$ cat src/rtl/testmasterslave8_types.sv
`default_nettype none
// ============================================================================
// Module      : testmasterslave8_types (package)
// Description : Shared types and constants for the TestMasterSlave8 feeder.
// Revision    : 1.0 - initial release
// ============================================================================
package testmasterslave8_types;

    localparam int FEEDER_DEPTH_DEFAULT = 4;
    localparam int FEEDER_DATA_W        = 32;

    typedef enum logic [0:0] {
        section_idle = 1'b0,
        section_hold = 1'b1
    } FeederSections;

endpackage
`default_nettype wire

$ cat src/rtl/ms8_fifo.sv
`default_nettype none
// ============================================================================
// Module      : ms8_fifo
// Description : Small power-of-two FIFO with push/pop/flush, exposing the
//               head entry, the current occupancy and next-edge occupancy.
// Revision    : 1.0 - initial release
// ============================================================================
module ms8_fifo
    import testmasterslave8_types::*;
#(
    parameter int DEPTH = FEEDER_DEPTH_DEFAULT,
    parameter int WIDTH = FEEDER_DATA_W,
    localparam int AW   = $clog2(DEPTH),
    localparam int CW   = AW + 1
) (
    input  logic             clk,
    input  logic             rst,
    input  logic             push,
    input  logic             pop,
    input  logic             flush,
    input  logic [WIDTH-1:0] din,
    output logic [WIDTH-1:0] head,
    output logic [CW-1:0]    count,
    output logic [CW-1:0]    count_next
);

    logic [WIDTH-1:0] r_mem [DEPTH];
    logic [AW-1:0]    r_wr_ptr;
    logic [AW-1:0]    r_rd_ptr;
    logic [CW-1:0]    r_count;
    logic [CW-1:0]    w_count_next;

    // Flush dominates; otherwise simultaneous push and pop leave count unchanged.
    assign w_count_next = flush ? '0 : (r_count + CW'(push) - CW'(pop));

    // Storage write; contents need no reset because pointers define validity.
    always_ff @(posedge clk) begin
        if (push && !flush) begin
            r_mem[r_wr_ptr] <= din;
        end
    end

    // Pointer and occupancy tracking; pointers wrap naturally at DEPTH.
    always_ff @(posedge clk or posedge rst) begin
        if (rst) begin
            r_wr_ptr <= '0;
            r_rd_ptr <= '0;
            r_count  <= '0;
        end else if (flush) begin
            r_wr_ptr <= '0;
            r_rd_ptr <= '0;
            r_count  <= '0;
        end else begin
            if (push) begin
                r_wr_ptr <= r_wr_ptr + AW'(1);
            end
            if (pop) begin
                r_rd_ptr <= r_rd_ptr + AW'(1);
            end
            r_count <= w_count_next;
        end
    end

    assign head       = r_mem[r_rd_ptr];
    assign count      = r_count;
    assign count_next = w_count_next;

endmodule
`default_nettype wire

$ cat src/rtl/ms8_feeder.sv
`default_nettype none
// ============================================================================
// Module      : ms8_feeder
// Description : Master-side feeder for the TestMasterSlave8 slave port.
//               Buffers producer integers, adds a constant offset and emits
//               each one with a single-cycle sync strobe and minimum gap.
// Revision    : 1.0 - initial release
// ============================================================================
module ms8_feeder
    import testmasterslave8_types::*;
#(
    parameter int                 DEPTH     = FEEDER_DEPTH_DEFAULT,
    parameter int                 GAP       = 1,
    parameter logic signed [31:0] ADD_CONST = 32'sd0
) (
    input  logic               clk,
    input  logic               rst,
    input  logic signed [31:0] m_in,
    input  logic               m_in_sync,
    output logic               m_in_notify,
    input  logic               flush,
    output logic signed [31:0] s_out,
    output logic               s_out_sync
);

    localparam int            CW      = $clog2(DEPTH) + 1;
    localparam logic [3:0]    C_GAP   = 4'(GAP);
    localparam logic [CW-1:0] C_DEPTH = CW'(DEPTH);

    logic                w_push;
    logic                w_pop;
    logic [31:0]         w_head;
    logic [CW-1:0]       w_count;
    logic [CW-1:0]       w_count_next;

    FeederSections       r_section;
    logic [3:0]          r_gap_cnt;
    logic signed [31:0]  r_s_out;
    logic                r_s_out_sync;
    logic                r_notify;

    // A transfer only happens when the feeder has advertised room.
    assign w_push = m_in_sync && r_notify;
    // Popping is only possible from idle with data already stored, so a value
    // pushed into an empty FIFO is never emitted on its own push edge.
    assign w_pop  = (r_section == section_idle) && (w_count != '0);

    ms8_fifo #(
        .DEPTH (DEPTH),
        .WIDTH (32)
    ) u_fifo (
        .clk        (clk),
        .rst        (rst),
        .push       (w_push),
        .pop        (w_pop),
        .flush      (flush),
        .din        (m_in),
        .head       (w_head),
        .count      (w_count),
        .count_next (w_count_next)
    );

    // Emission FSM with gap counter, output registers and notify register.
    always_ff @(posedge clk or posedge rst) begin
        if (rst) begin
            r_section    <= section_idle;
            r_gap_cnt    <= '0;
            r_s_out      <= '0;
            r_s_out_sync <= 1'b0;
            r_notify     <= 1'b0;
        end else if (flush) begin
            r_section    <= section_idle;
            r_gap_cnt    <= '0;
            r_s_out_sync <= 1'b0;
            r_notify     <= 1'b1;
        end else begin
            r_notify <= (w_count_next < C_DEPTH);
            case (r_section)
                section_idle: begin
                    if (w_pop) begin
                        r_s_out      <= $signed(w_head) + ADD_CONST;
                        r_s_out_sync <= 1'b1;
                        r_gap_cnt    <= C_GAP;
                        r_section    <= section_hold;
                    end else begin
                        r_s_out_sync <= 1'b0;
                    end
                end
                section_hold: begin
                    r_s_out_sync <= 1'b0;
                    if (r_gap_cnt == '0) begin
                        r_section <= section_idle;
                    end else begin
                        r_gap_cnt <= r_gap_cnt - 4'd1;
                    end
                end
                default: begin
                    r_section    <= section_idle;
                    r_s_out_sync <= 1'b0;
                end
            endcase
        end
    end

    assign m_in_notify = r_notify;
    assign s_out       = r_s_out;
    assign s_out_sync  = r_s_out_sync;

endmodule
`default_nettype wire

$ cat config.mk
export PLATFORM = sky130hd
export DESIGN_NAME = ms8_feeder
export DESIGN_NICKNAME = d
export VERILOG_FILES = /design/src/rtl/testmasterslave8_types.sv /design/src/rtl/ms8_fifo.sv /design/src/rtl/ms8_feeder.sv
export SDC_FILE = /design/constraint.sdc
export NUM_CORES = 1
export LEC_CHECK = 0
export BUFFER_PORTS_ARGS = -buffer_cell sky130_fd_sc_hd__buf_2
export CORE_MARGIN = 2
export CORE_UTILIZATION = 58
export DETAILED_ROUTE_END_ITERATION = 10
export PLACE_DENSITY = 0.79
export SLEW_MARGIN = 20
export SYNTH_ARGS = -nofsm -noshare
export SYNTH_HDL_FRONTEND = slang
export SYNTH_HIERARCHICAL = 1
export SYNTH_SLANG_ARGS = --single-unit
$ cat constraint.sdc
create_clock -name clk -period 2.6 [get_ports clk]
set_clock_uncertainty 0.1 [all_clocks]
set_input_delay 0.52 -clock clk [delete_from_list [all_inputs] [get_ports clk]]
set_output_delay 0.52 -clock clk [all_outputs]
set_load 0.05 [all_outputs]
Yosys cells after proc, flatten, opt, wreduce, memory -nomap -nowiden. Memories as Yosys holds them, arrays and structs flattened. A register that Yosys moved wholly into a read port is not among the register bits. Index checks and enable logic that the tools add are counted.

Register bits: 14. Bits in latches: 0. Bits in writable memories: 128. Bits in read-only memories: 0. Bits of input ports: 36. Output and inout port bits: 34. Word-level logic and storage cells: 47. Memories kept: 1.

Add/sub/neg operators: 5. Multipliers: 0. Div/mod/pow operators: 0. Order comparisons: 1. Equal/unequal tests: 2. Shift-type cells: 0. Mux-type cells: 19. Bitwise operators: 2. Reductions and logical operators: 10.

Memory list: u_fifo.r_mem (depth 4, width 32, read ports 1, clocked after memory_dff 1, write ports 1, line ms8_fifo.sv:27) `logic [WIDTH-1:0] r_mem [DEPTH];`.

Operator list (number): $mux W4 (3); $mux W2 (4); $pmux W4 S2 (1); $mux W1 (7); $mux W3 (2); $add A2 B1 Y2 const B (2); $logic_not A4 Y1 (1); $pmux W1 S2 (2); $reduce_bool A2 Y1 (2); $sub A4 B1 Y4 const B (1); $add A3 B1 Y3 (1); $logic_and A1 B1 Y1 (3); $lt A3 B3 Y1 const B (1); $ne A3 B2 Y1 const B (1); $ne A3 B3 Y1 const B (1); $reduce_and A3 Y1 (1); $reduce_bool A3 Y1 (1); $sub A3 B1 Y3 (1); $not A1 Y1 (2); $reduce_and A2 Y1 (1); $logic_not A1 Y1 (1).

Longest topological paths before layout. Gate-level depths: netlist of run 1.

Depth in word-level cells: 6. Depth in mapped cells: 10.

Cells and area by module. The synthesis of run 1 kept the hierarchy.

Modules (own cells, without submodules): ms8_fifo (instances 1, cells each 206, area each 5096.1 µm², seq. area each 4018.9 µm²); ms8_feeder (instances 1, cells each 108, area each 1722.9 µm², seq. area each 975.9 µm²).

Worst setup path before layout of run 1. Ideal clock, no wire load.

Path type: register to register. Start point: register r_notify, in the netlist m_in_notify. End point: memory u_fifo.r_mem[0][0], enable pin. Setup time: 392 ps. Data arrival time: 1903 ps. Data required time: 2108 ps. Slack: 205 ps. Stages on the path, launching flop included: 4. Buffers on the path: 0. Clock period less this slack: 2395 ps. Path through: dfrtp_1 > and2_1 > nor2b_1 > and2_1.

Cells in the longest elaborated chain, start to end: 4.

RTL lines: from (decl) (line ms8_feeder.sv:40) `logic r_notify;`; from (signal assigned) (line ms8_feeder.sv:77) `r_notify <= (w_count_next < C_DEPTH);`; $logic_and A1 B1 Y1 (line ms8_feeder.sv:43) `assign w_push = m_in_sync && r_notify;`; via w_push (line ms8_feeder.sv:30) `logic w_push;`; $logic_and A1 B1 Y1 (line ms8_fifo.sv:38) `if (push && !flush) begin`; $mux W1 (line ms8_fifo.sv:38); $mux W1 (implied by the code) (line ms8_fifo.sv:39) `r_mem[r_wr_ptr] <= din;`; to (decl) (line ms8_fifo.sv:27).

The timed path passes the listed nets, and every way through them passes these cells.

Worst setup path after layout of run 1.
Start point: register u_fifo.r_count[1], in the netlist u_fifo/count[1]. End point: register r_notify, in the netlist m_in_notify.

Cells in the longest elaborated chain, start to end: 6. Elaborated cells between the ends (all ways): 7. Classes of those cells: add/sub (2); order compare (1); mux (2); reduce/logical (2).

RTL lines: from (decl) (line ms8_fifo.sv:30) `logic [CW-1:0] r_count;`; from (signal assigned) (line ms8_fifo.sv:60) `r_count <= w_count_next;`; $reduce_bool A3 Y1 (line ms8_feeder.sv:46) `assign w_pop = (r_section == section_idle) && (w_count != '0);`; $logic_and A1 B1 Y1 (line ms8_feeder.sv:46); via w_pop (line ms8_feeder.sv:31) `logic w_pop;`; $sub A3 B1 Y3 (line ms8_fifo.sv:34) `assign w_count_next = flush ? '0 : (r_count + CW'(push) - CW'(pop));`; $mux W3 (line ms8_fifo.sv:34); via w_count_next[2] (line ms8_feeder.sv:34) `logic [CW-1:0] w_count_next;`; $lt A3 B3 Y1 (line ms8_feeder.sv:77); $mux W1 (line ms8_feeder.sv:71) `end else if (flush) begin`.

The timed path passes the listed nets, and every way through them passes these cells. A chain may end at the register's enable or synchronous reset.

==> results of run 1 <==
[registers in the layout, indices dropped and copies added, names as in the netlist]
signal and flops:
m_in_notify 1, r_gap_cnt 4, r_section 1, s_out 32
s_out_sync 1, u_fifo/count 3, u_fifo/r_mem 128, u_fifo/r_rd_ptr 2
u_fifo/r_wr_ptr 2
[stage by stage]
stage	util, %	worst slack (ps)	hold slack [ps]
after floorplan	-	205	223
after global placement	63.7	410	373
after detailed placement	63.7	328	379
after CTS	69.3	303	186
after global routing	69.3	166	190
final	69.3	318	202
[worst min path at each step]
stage | end | slack [ps] | cells after the start
5_1_grt | u_fifo/r_mem[2][21] | 190 | 1
3_3_place_gp | u_fifo/count[2] | 370 | 2
4_1_cts | u_fifo/r_mem[1][7] | 190 | 1
2_1_floorplan | u_fifo/count[0] | 220 | 1
6_report | u_fifo/r_mem[3][14] | 200 | 1
3_5_place_dp | u_fifo/count[1] | 380 | 2
[cell type report]
class	count	area, sq um
Fill cell	682	3520
Multi-Input combinational cell	116	1610
Clock inverter	11	155
Clock buffer	21	480
Tap cell	143	179
Sequential cell	174	5000
Inverter	10	37.5
Timing Repair Buffer	82	483
[placed cells by master, fill, tap and decap left out, types with 2 or more instances in the layout]
cell,instances
edfxtp_1,128
buf_2,69
dfrtp_1,44
mux2_4,29
mux4_2,27
clkbuf_16,17
nor2_1,9
inv_1,9
buf_4,9
ha_1,8
mux4_1,5
a21oi_1,4
nor2b_1,4
clkbuf_8,4
and2_2,4
mux2_2,3
bufinv_16,3
buf_12,3
nor3_1,2
clkinvlp_4,2
clkinv_4,2
clkinv_2,2
inv_8,2
xnor2_1,2
dfrtp_2,2
[power groups by stage]
stage                     sequential [uW]  combinational [uW]  clock [uW]
after global placement               3830                2970           0
after detailed placement             3850                3040           0
final                                3790                3030        2640
after CTS                            3800                3070        2690
after global routing                 3850                3210        2800
after floorplan                      4670                1670           0
[metal layers]
layer | track usage, % | wire length, um | up-vias
met2 | 32.8 | 5820 | 85
met3 | 5.78 | 527 | 19
met5 | 0 | 0 | -
met1 | 23.7 | 4720 | 1655
li1 | - | - | 1407
met4 | 8.05 | 214 | 0
[worst register-to-register path: stages, from the launching register on]
cell and delay [ps]:
dfrtp_1 420, nor3_1 220, nor2_1 130, ha_1 310, inv_1 60, ha_1 140
inv_1 50, fa_1 360, xnor3_1 180, nor2_1 120, nand2b_1 80
[cell families (layout without fill, tap and decap cells)]
kind of cell / count (synthesis) / after routing / share of synthesized area (%)
DFF: 174 / 174 / 73.2
xor gates and xnor gates: 3 / 3 / 0.587
and+or+nand+nor: 30 / 30 / 2.46
AOI/OAI and AO/OA: 9 / 9 / 0.899
buffers and inverters: 24 / 124 / 3.17
adders and majority gates: 9 / 9 / 1.76
muxes: 65 / 65 / 17.9
[timing repair]
item / 4_1_cts / 5_1_grt
resized for setup: 0 / 0
setup buffers: 0 / 0
endpoints found under the hold margin: 7 / 0
endpoints found under the setup margin: 0 / 0
hold buffers: 1 / 0
==> flow_summary.json, run 1 <==
{
  "status": "complete, no violations",
  "areaGrowthSynthToFinish_pct": 16.5,
  "dp_cells": 524,
  "worstMarginPinSlew_ps": 844,
  "avgViaCountPerCell": 5.68,
  "internal_power_uw": 6360,
  "grt-ovfl-total": 0,
  "regToRegSetupSlack_ps": 320,
  "wl_per_cell_um": 20.3,
  "finalSetupTns_ps": 0,
  "total_power_uw": 9460,
  "cp.depth": 10,
  "ir_drop_mv": 0.871,
  "final_nets": 446,
  "die_area_sq_um": 12600,
  "rows": 39,
  "grt_max_degree": 35,
  "setup_viol": 0,
  "ys_async_sr_fraction_pct": 26.4,
  "drc": 0,
  "grt_pass1_wl_mm": 17.8,
  "die_y_um": 112,
  "synth-seq-cells": 174,
  "synth_flop_cell": "edfxtp_1",
  "synth_top_area_share_pct": 56.4,
  "drtIter0Drc": 196,
  "numCtsBuffers": 17,
  "syn-cell-area_sq_um": 6820,
  "io_pins": 70,
  "critPathLaunchType": "register",
  "die_x_um": 112,
  "rsz0062_at_grt": "false",
  "power.density_nw_per_um2": 1190,
  "synth.distinct_cells": 35,
  "worst_r2r_path_depth": 10,
  "combPwrFrac_pct": 32.0,
  "final_area_sq_um": 7950,
  "grt_usage_pct": 19.4,
  "routed_wl_mm": 11.3,
  "synth_cells": 314,
  "finalHoldViolations": 0,
  "grt_pass1_vias": 3407,
  "pwr-share-clk_pct": 27.9,
  "rr_startpoint": "u_fifo/count[1]",
  "antenna_cells": 0,
  "maxSlewHeadroom_pct": 43.8,
  "holdCritStartpoint": "m_in[14]",
  "endpoint_kind": "register",
  "crit_family": "adder cells",
  "hp-class": "in2reg",
  "synth_area_leaders": "edfxtp_1, dfrtp_1, mux4_2, mux2_4, mux4_1",
  "ys_warn_count": 6,
  "drtAntennaViolNets": 0,
  "crit_chain": "nor3_1 > nor2_1 > ha_1 > inv_1 > ha_1 > inv_1 > fa_1 > xnor3_1 > nor2_1 > nand2b_1",
  "portBuffers": 69,
  "antenna_found_initial": 0,
  "cts-root-buf": "clkbuf_16",
  "post-synth-top-count-cell": "edfxtp_1",
  "synth_edf_count": 128,
  "cp.arrival_ps": 2490,
  "drv_cap": 0,
  "p_leak_uw": 0.00305,
  "p_seq_share_pct": 40.1,
  "placed_area_sq_um": 7300,
  "first_pass_iters": 4,
  "synthesis.nets": 359,
  "p_switching_uw": 3100,
  "synthTopCellsByCount": "edfxtp_1, dfrtp_1, mux2_4",
  "setup.worst_path.end": "m_in_notify",
  "htreeDepth": 4,
  "drive_gt1_share_pct": 44.0,
  "vias": 3166,
  "criticalPathCategory": "reg2reg",
  "min_period_over_period_pct": 87.8,
  "clk_pin_slew_ps": 60,
  "core_sq_um": 11500,
  "hpwl_mm": 6.73,
  "yosysTopAreaCell": "edfxtp_1",
  "path_buf_inv": 2,
  "seq_area_frac_synth_pct": 73.2,
  "critPathMaxStageDelay_ps": 420,
  "clockBufferDepth": 2,
  "clock_latency_ps": 430,
  "slew_violations": 0,
  "critPathMaxFanout": 4,
  "timing.final.crit_period_ps": 2280,
  "cts.sinks": 174,
  "cts_tree": "done",
  "slowest_stage": "dfrtp_1",
  "gp_congestion": 0.694,
  "critPathRequiredTime_ps": 2810,
  "initial_core_util_pct": 59.5,
  "clock.fmax_mhz": 438,
  "final-instance-count-excl-fill": 557,
  "syn_avg_cell_area_sq_um": 21.7,
  "r2r-end": "m_in_notify",
  "sw_frac_of_total_pct": 32.8,
  "crit_start": "u_fifo/count[1]"
}
Power figures use the tool's default switching activity.
==> run 2: changes to the inputs <==
--- a/config.mk
+++ b/config.mk
@@ -5,9 +5,10 @@
 export SDC_FILE = /design/constraint.sdc
 export NUM_CORES = 1
 export LEC_CHECK = 0
+export ABC_AREA = 1
 export BUFFER_PORTS_ARGS = -buffer_cell sky130_fd_sc_hd__buf_2
 export CORE_MARGIN = 2
-export CORE_UTILIZATION = 58
+export CORE_UTILIZATION = 59
 export DETAILED_ROUTE_END_ITERATION = 10
 export PLACE_DENSITY = 0.79
 export SLEW_MARGIN = 20
==> run 2 against run 1 <==
  * Count of clock-buffer cells in the layout unchanged
  * Critical path depth grew 3
  * Highest routed layer unchanged
  * Worst setup slack lost 18 ps
  * Area after synthesis is 8.6% higher
  * Critical endpoint unchanged
  * Design area is 7.0% higher
==> flow_summary.json, run 2 <==
{
  "status": "complete, no violations",
  "first_pass_iters": 4,
  "internal_power_uw": 5920,
  "fin_util_pct": 70.2,
  "numCtsBuffers": 17,
  "cts-root-buf": "clkbuf_16",
  "synth-seq-cells": 174,
  "post-synth-top-count-cell": "edfxtp_1",
  "synth_area_leaders": "edfxtp_1, dfrtp_1, nand2_1, nand2_4, inv_1",
  "largest_register_ffs": 128,
  "drtAntennaViolNets": 0,
  "seq_area_frac_synth_pct": 67.4,
  "cp_common_cell": "nand2_1",
  "die_y_um": 116,
  "areaGrowthSynthToFinish_pct": 14.9,
  "io_pins": 70,
  "criticalPathCategory": "reg2reg",
  "clockBufferDepth": 2,
  "timing.final.crit_period_ps": 2300,
  "regToRegSetupSlack_ps": 300,
  "wl_per_cell_um": 15.4,
  "htreeDepth": 4,
  "synth_cells": 613,
  "drv_cap": 0,
  "min_period_over_period_pct": 88.5,
  "synthTopCellsByCount": "edfxtp_1, nand2_1, inv_1",
  "yosysTopAreaCell": "edfxtp_1",
  "worst_r2r_path_depth": 13,
  "ir_drop_mv": 0.670,
  "critPathRequiredTime_ps": 2820,
  "crit_chain": "nor2_2 > nand2_1 > nand2_2 > inv_4 > ha_1 > inv_1 > ha_1 > inv_1 > fa_1 > nand3_1 > nand2_1 > nor2_1 > nand2_1",
  "setup_ws_ps": 300,
  "drive_gt1_share_pct": 25.8,
  "ys_warn_count": 6,
  "drtIter0Drc": 288,
  "grt_pass1_wl_mm": 22.2,
  "routed_wl_mm": 13.3,
  "syn_avg_cell_area_sq_um": 12.1,
  "worstMarginPinSlew_ps": 928,
  "p_leak_uw": 0.00373,
  "maxSlewHeadroom_pct": 38.0,
  "die_area_sq_um": 13500,
  "hp-class": "in2reg",
  "endpoint_kind": "register",
  "grt_usage_pct": 22.3,
  "synth_top_area_share_pct": 51.9,
  "clk_pin_slew_ps": 70,
  "ys_async_sr_fraction_pct": 26.4,
  "critPathMaxFanout": 4,
  "setup_viol": 0,
  "pwr-share-clk_pct": 25.7,
  "initial_core_util_pct": 61.1,
  "rr_startpoint": "u_fifo/count[1]",
  "core_sq_um": 12100,
  "crit_start": "u_fifo/count[1]",
  "drc": 0,
  "vias": 4423,
  "synthesis.nets": 658,
  "grt_max_degree": 67,
  "clock_latency_ps": 420,
  "portBuffers": 69,
  "final_nets": 729,
  "rsz0062_at_grt": "false",
  "die_x_um": 116,
  "synth_edf_count": 128,
  "antenna_found_initial": 0,
  "synth_flop_cell": "edfxtp_1",
  "final_common_cell": "edfxtp_1",
  "sw_frac_of_total_pct": 39.2,
  "postCtsSetupBuffers": 0,
  "hold_buffers": 1,
  "synth.distinct_cells": 28,
  "antenna_cells": 0,
  "cp.arrival_ps": 2510,
  "p_seq_share_pct": 38.3,
  "cts_resized": 0,
  "place_worst_setup_slack_ps": 326,
  "final_cell_mix": "edfxtp_1, nand2_1, inv_1",
  "hpwl_mm": 8.12,
  "power.density_nw_per_um2": 1140,
  "grt_pass1_vias": 4506,
  "grt-ovfl-total": 0,
  "p_switching_uw": 3810,
  "nFillCells": 854,
  "cts_tree": "done",
  "cts.sinks": 174,
  "r2r-end": "m_in_notify",
  "regMostFlops": "u_fifo/r_mem",
  "syn-cell-area_sq_um": 7410,
  "clock.fmax_mhz": 435,
  "finalHoldViolations": 0,
  "slew_violations": 0,
  "combPwrFrac_pct": 36.0,
  "gp_congestion": 0.789,
  "critPathMaxStageDelay_ps": 440,
  "avgViaCountPerCell": 5.11,
  "critPathLaunchType": "register",
  "slowest_stage": "dfrtp_1",
  "fin_hold_ws_ps": 201,
  "setup.worst_path.end": "m_in_notify",
  "rows": 40
}
[run 2: cell types whose count changed after synthesis, moves of 8 or more]
cell | before | now
a21oi_1 | 4 | 33
nand2_2 | 0 | 30
mux4_2 | 27 | 0
o21ai_0 | 1 | 36
inv_1 | 10 | 84
o211ai_1 | 0 | 32
nand2_4 | 0 | 29
mux2_4 | 29 | 0
buf_4 | 0 | 8
nand2_1 | 1 | 126
[run 2: how the worst min path moves through the flow]
stage | startpoint | to | cells past startpoint
finish | m_in[30] | u_fifo/r_mem[2][30] | 1
global route | m_in[26] | u_fifo/r_mem[2][26] | 1
CTS | m_in[30] | u_fifo/r_mem[2][30] | 1
detailed placement | s_out[15] | s_out[15] | 2
global placement | s_out[16] | s_out[16] | 2
floorplan | rst | u_fifo/count[0] | 1
[run 2: area by class of cell]
| type | instances | area [sq um] | area share (%) |
|---|---|---|---|
| repair buffers | 79 | 473 | 5.56 |
| well taps | 168 | 210 | 2.47 |
| inverters | 88 | 354 | 4.16 |
| multi-input cells | 324 | 1880 | 22.1 |
| clock inverters | 11 | 141 | 1.66 |
| clock buffers | 21 | 450 | 5.30 |
| flip-flops and latches | 174 | 5000 | 58.8 |
[run 2: per-stage QoR]
step / power (uW) / TNS, ps / instances / area, sq um
CTS: 9800 / 0 / 865 / 8510
global placement: 7160 / 0 / 832 / 7900
detailed placement: 7280 / 0 / 832 / 7900
global route: 10300 / 0 / 865 / 8510
floorplan: 6660 / -26790 / 613 / 7410
finish: 9730 / 0 / 865 / 8510
[run 2: layer usage]
metal | vias up | GRT usage (%) | share of wire [%]
met2 | 132 | 37.2 | 51
met4 | 0 | 8.41 | 1.5
met5 | - | 0 | 0
li1 | 2167 | - | -
met1 | 2107 | 28.2 | 42
met3 | 17 | 5.75 | 5.4
[run 2: worst max-delay path: cells and delay by family (launching register included)]
kind,cells,cell delay (ps)
adders and majority gates,3,800
buffers and inverters,3,170
DFF,1,440
and+or+nand+nor,7,680
[run 2: logic make-up (layout without fill, tap and decap cells)]
group                    count (synthesis)  after routing  synth area share, %
buffers and inverters                  115            199                 7.62
AND/OR/NAND/NOR                        212            212                 15.2
adder cells (fa/ha/maj)                  9              9                 1.62
AO/OA/AOI/OAI                          101            101                 7.91
XOR/XNOR                                 2              2                0.237
flip-flops                             174            174                 67.4
[run 2: power groups by stage]
stage / Clock, uW / Combinational (uW) / Sequential (uW)
4_1_cts: 2540 / 3530 / 3730
5_1_grt: 2670 / 3860 / 3780
3_5_place_dp: 0 / 3510 / 3780
2_1_floorplan: 0 / 2120 / 4530
6_report: 2500 / 3510 / 3730
3_3_place_gp: 0 / 3400 / 3760
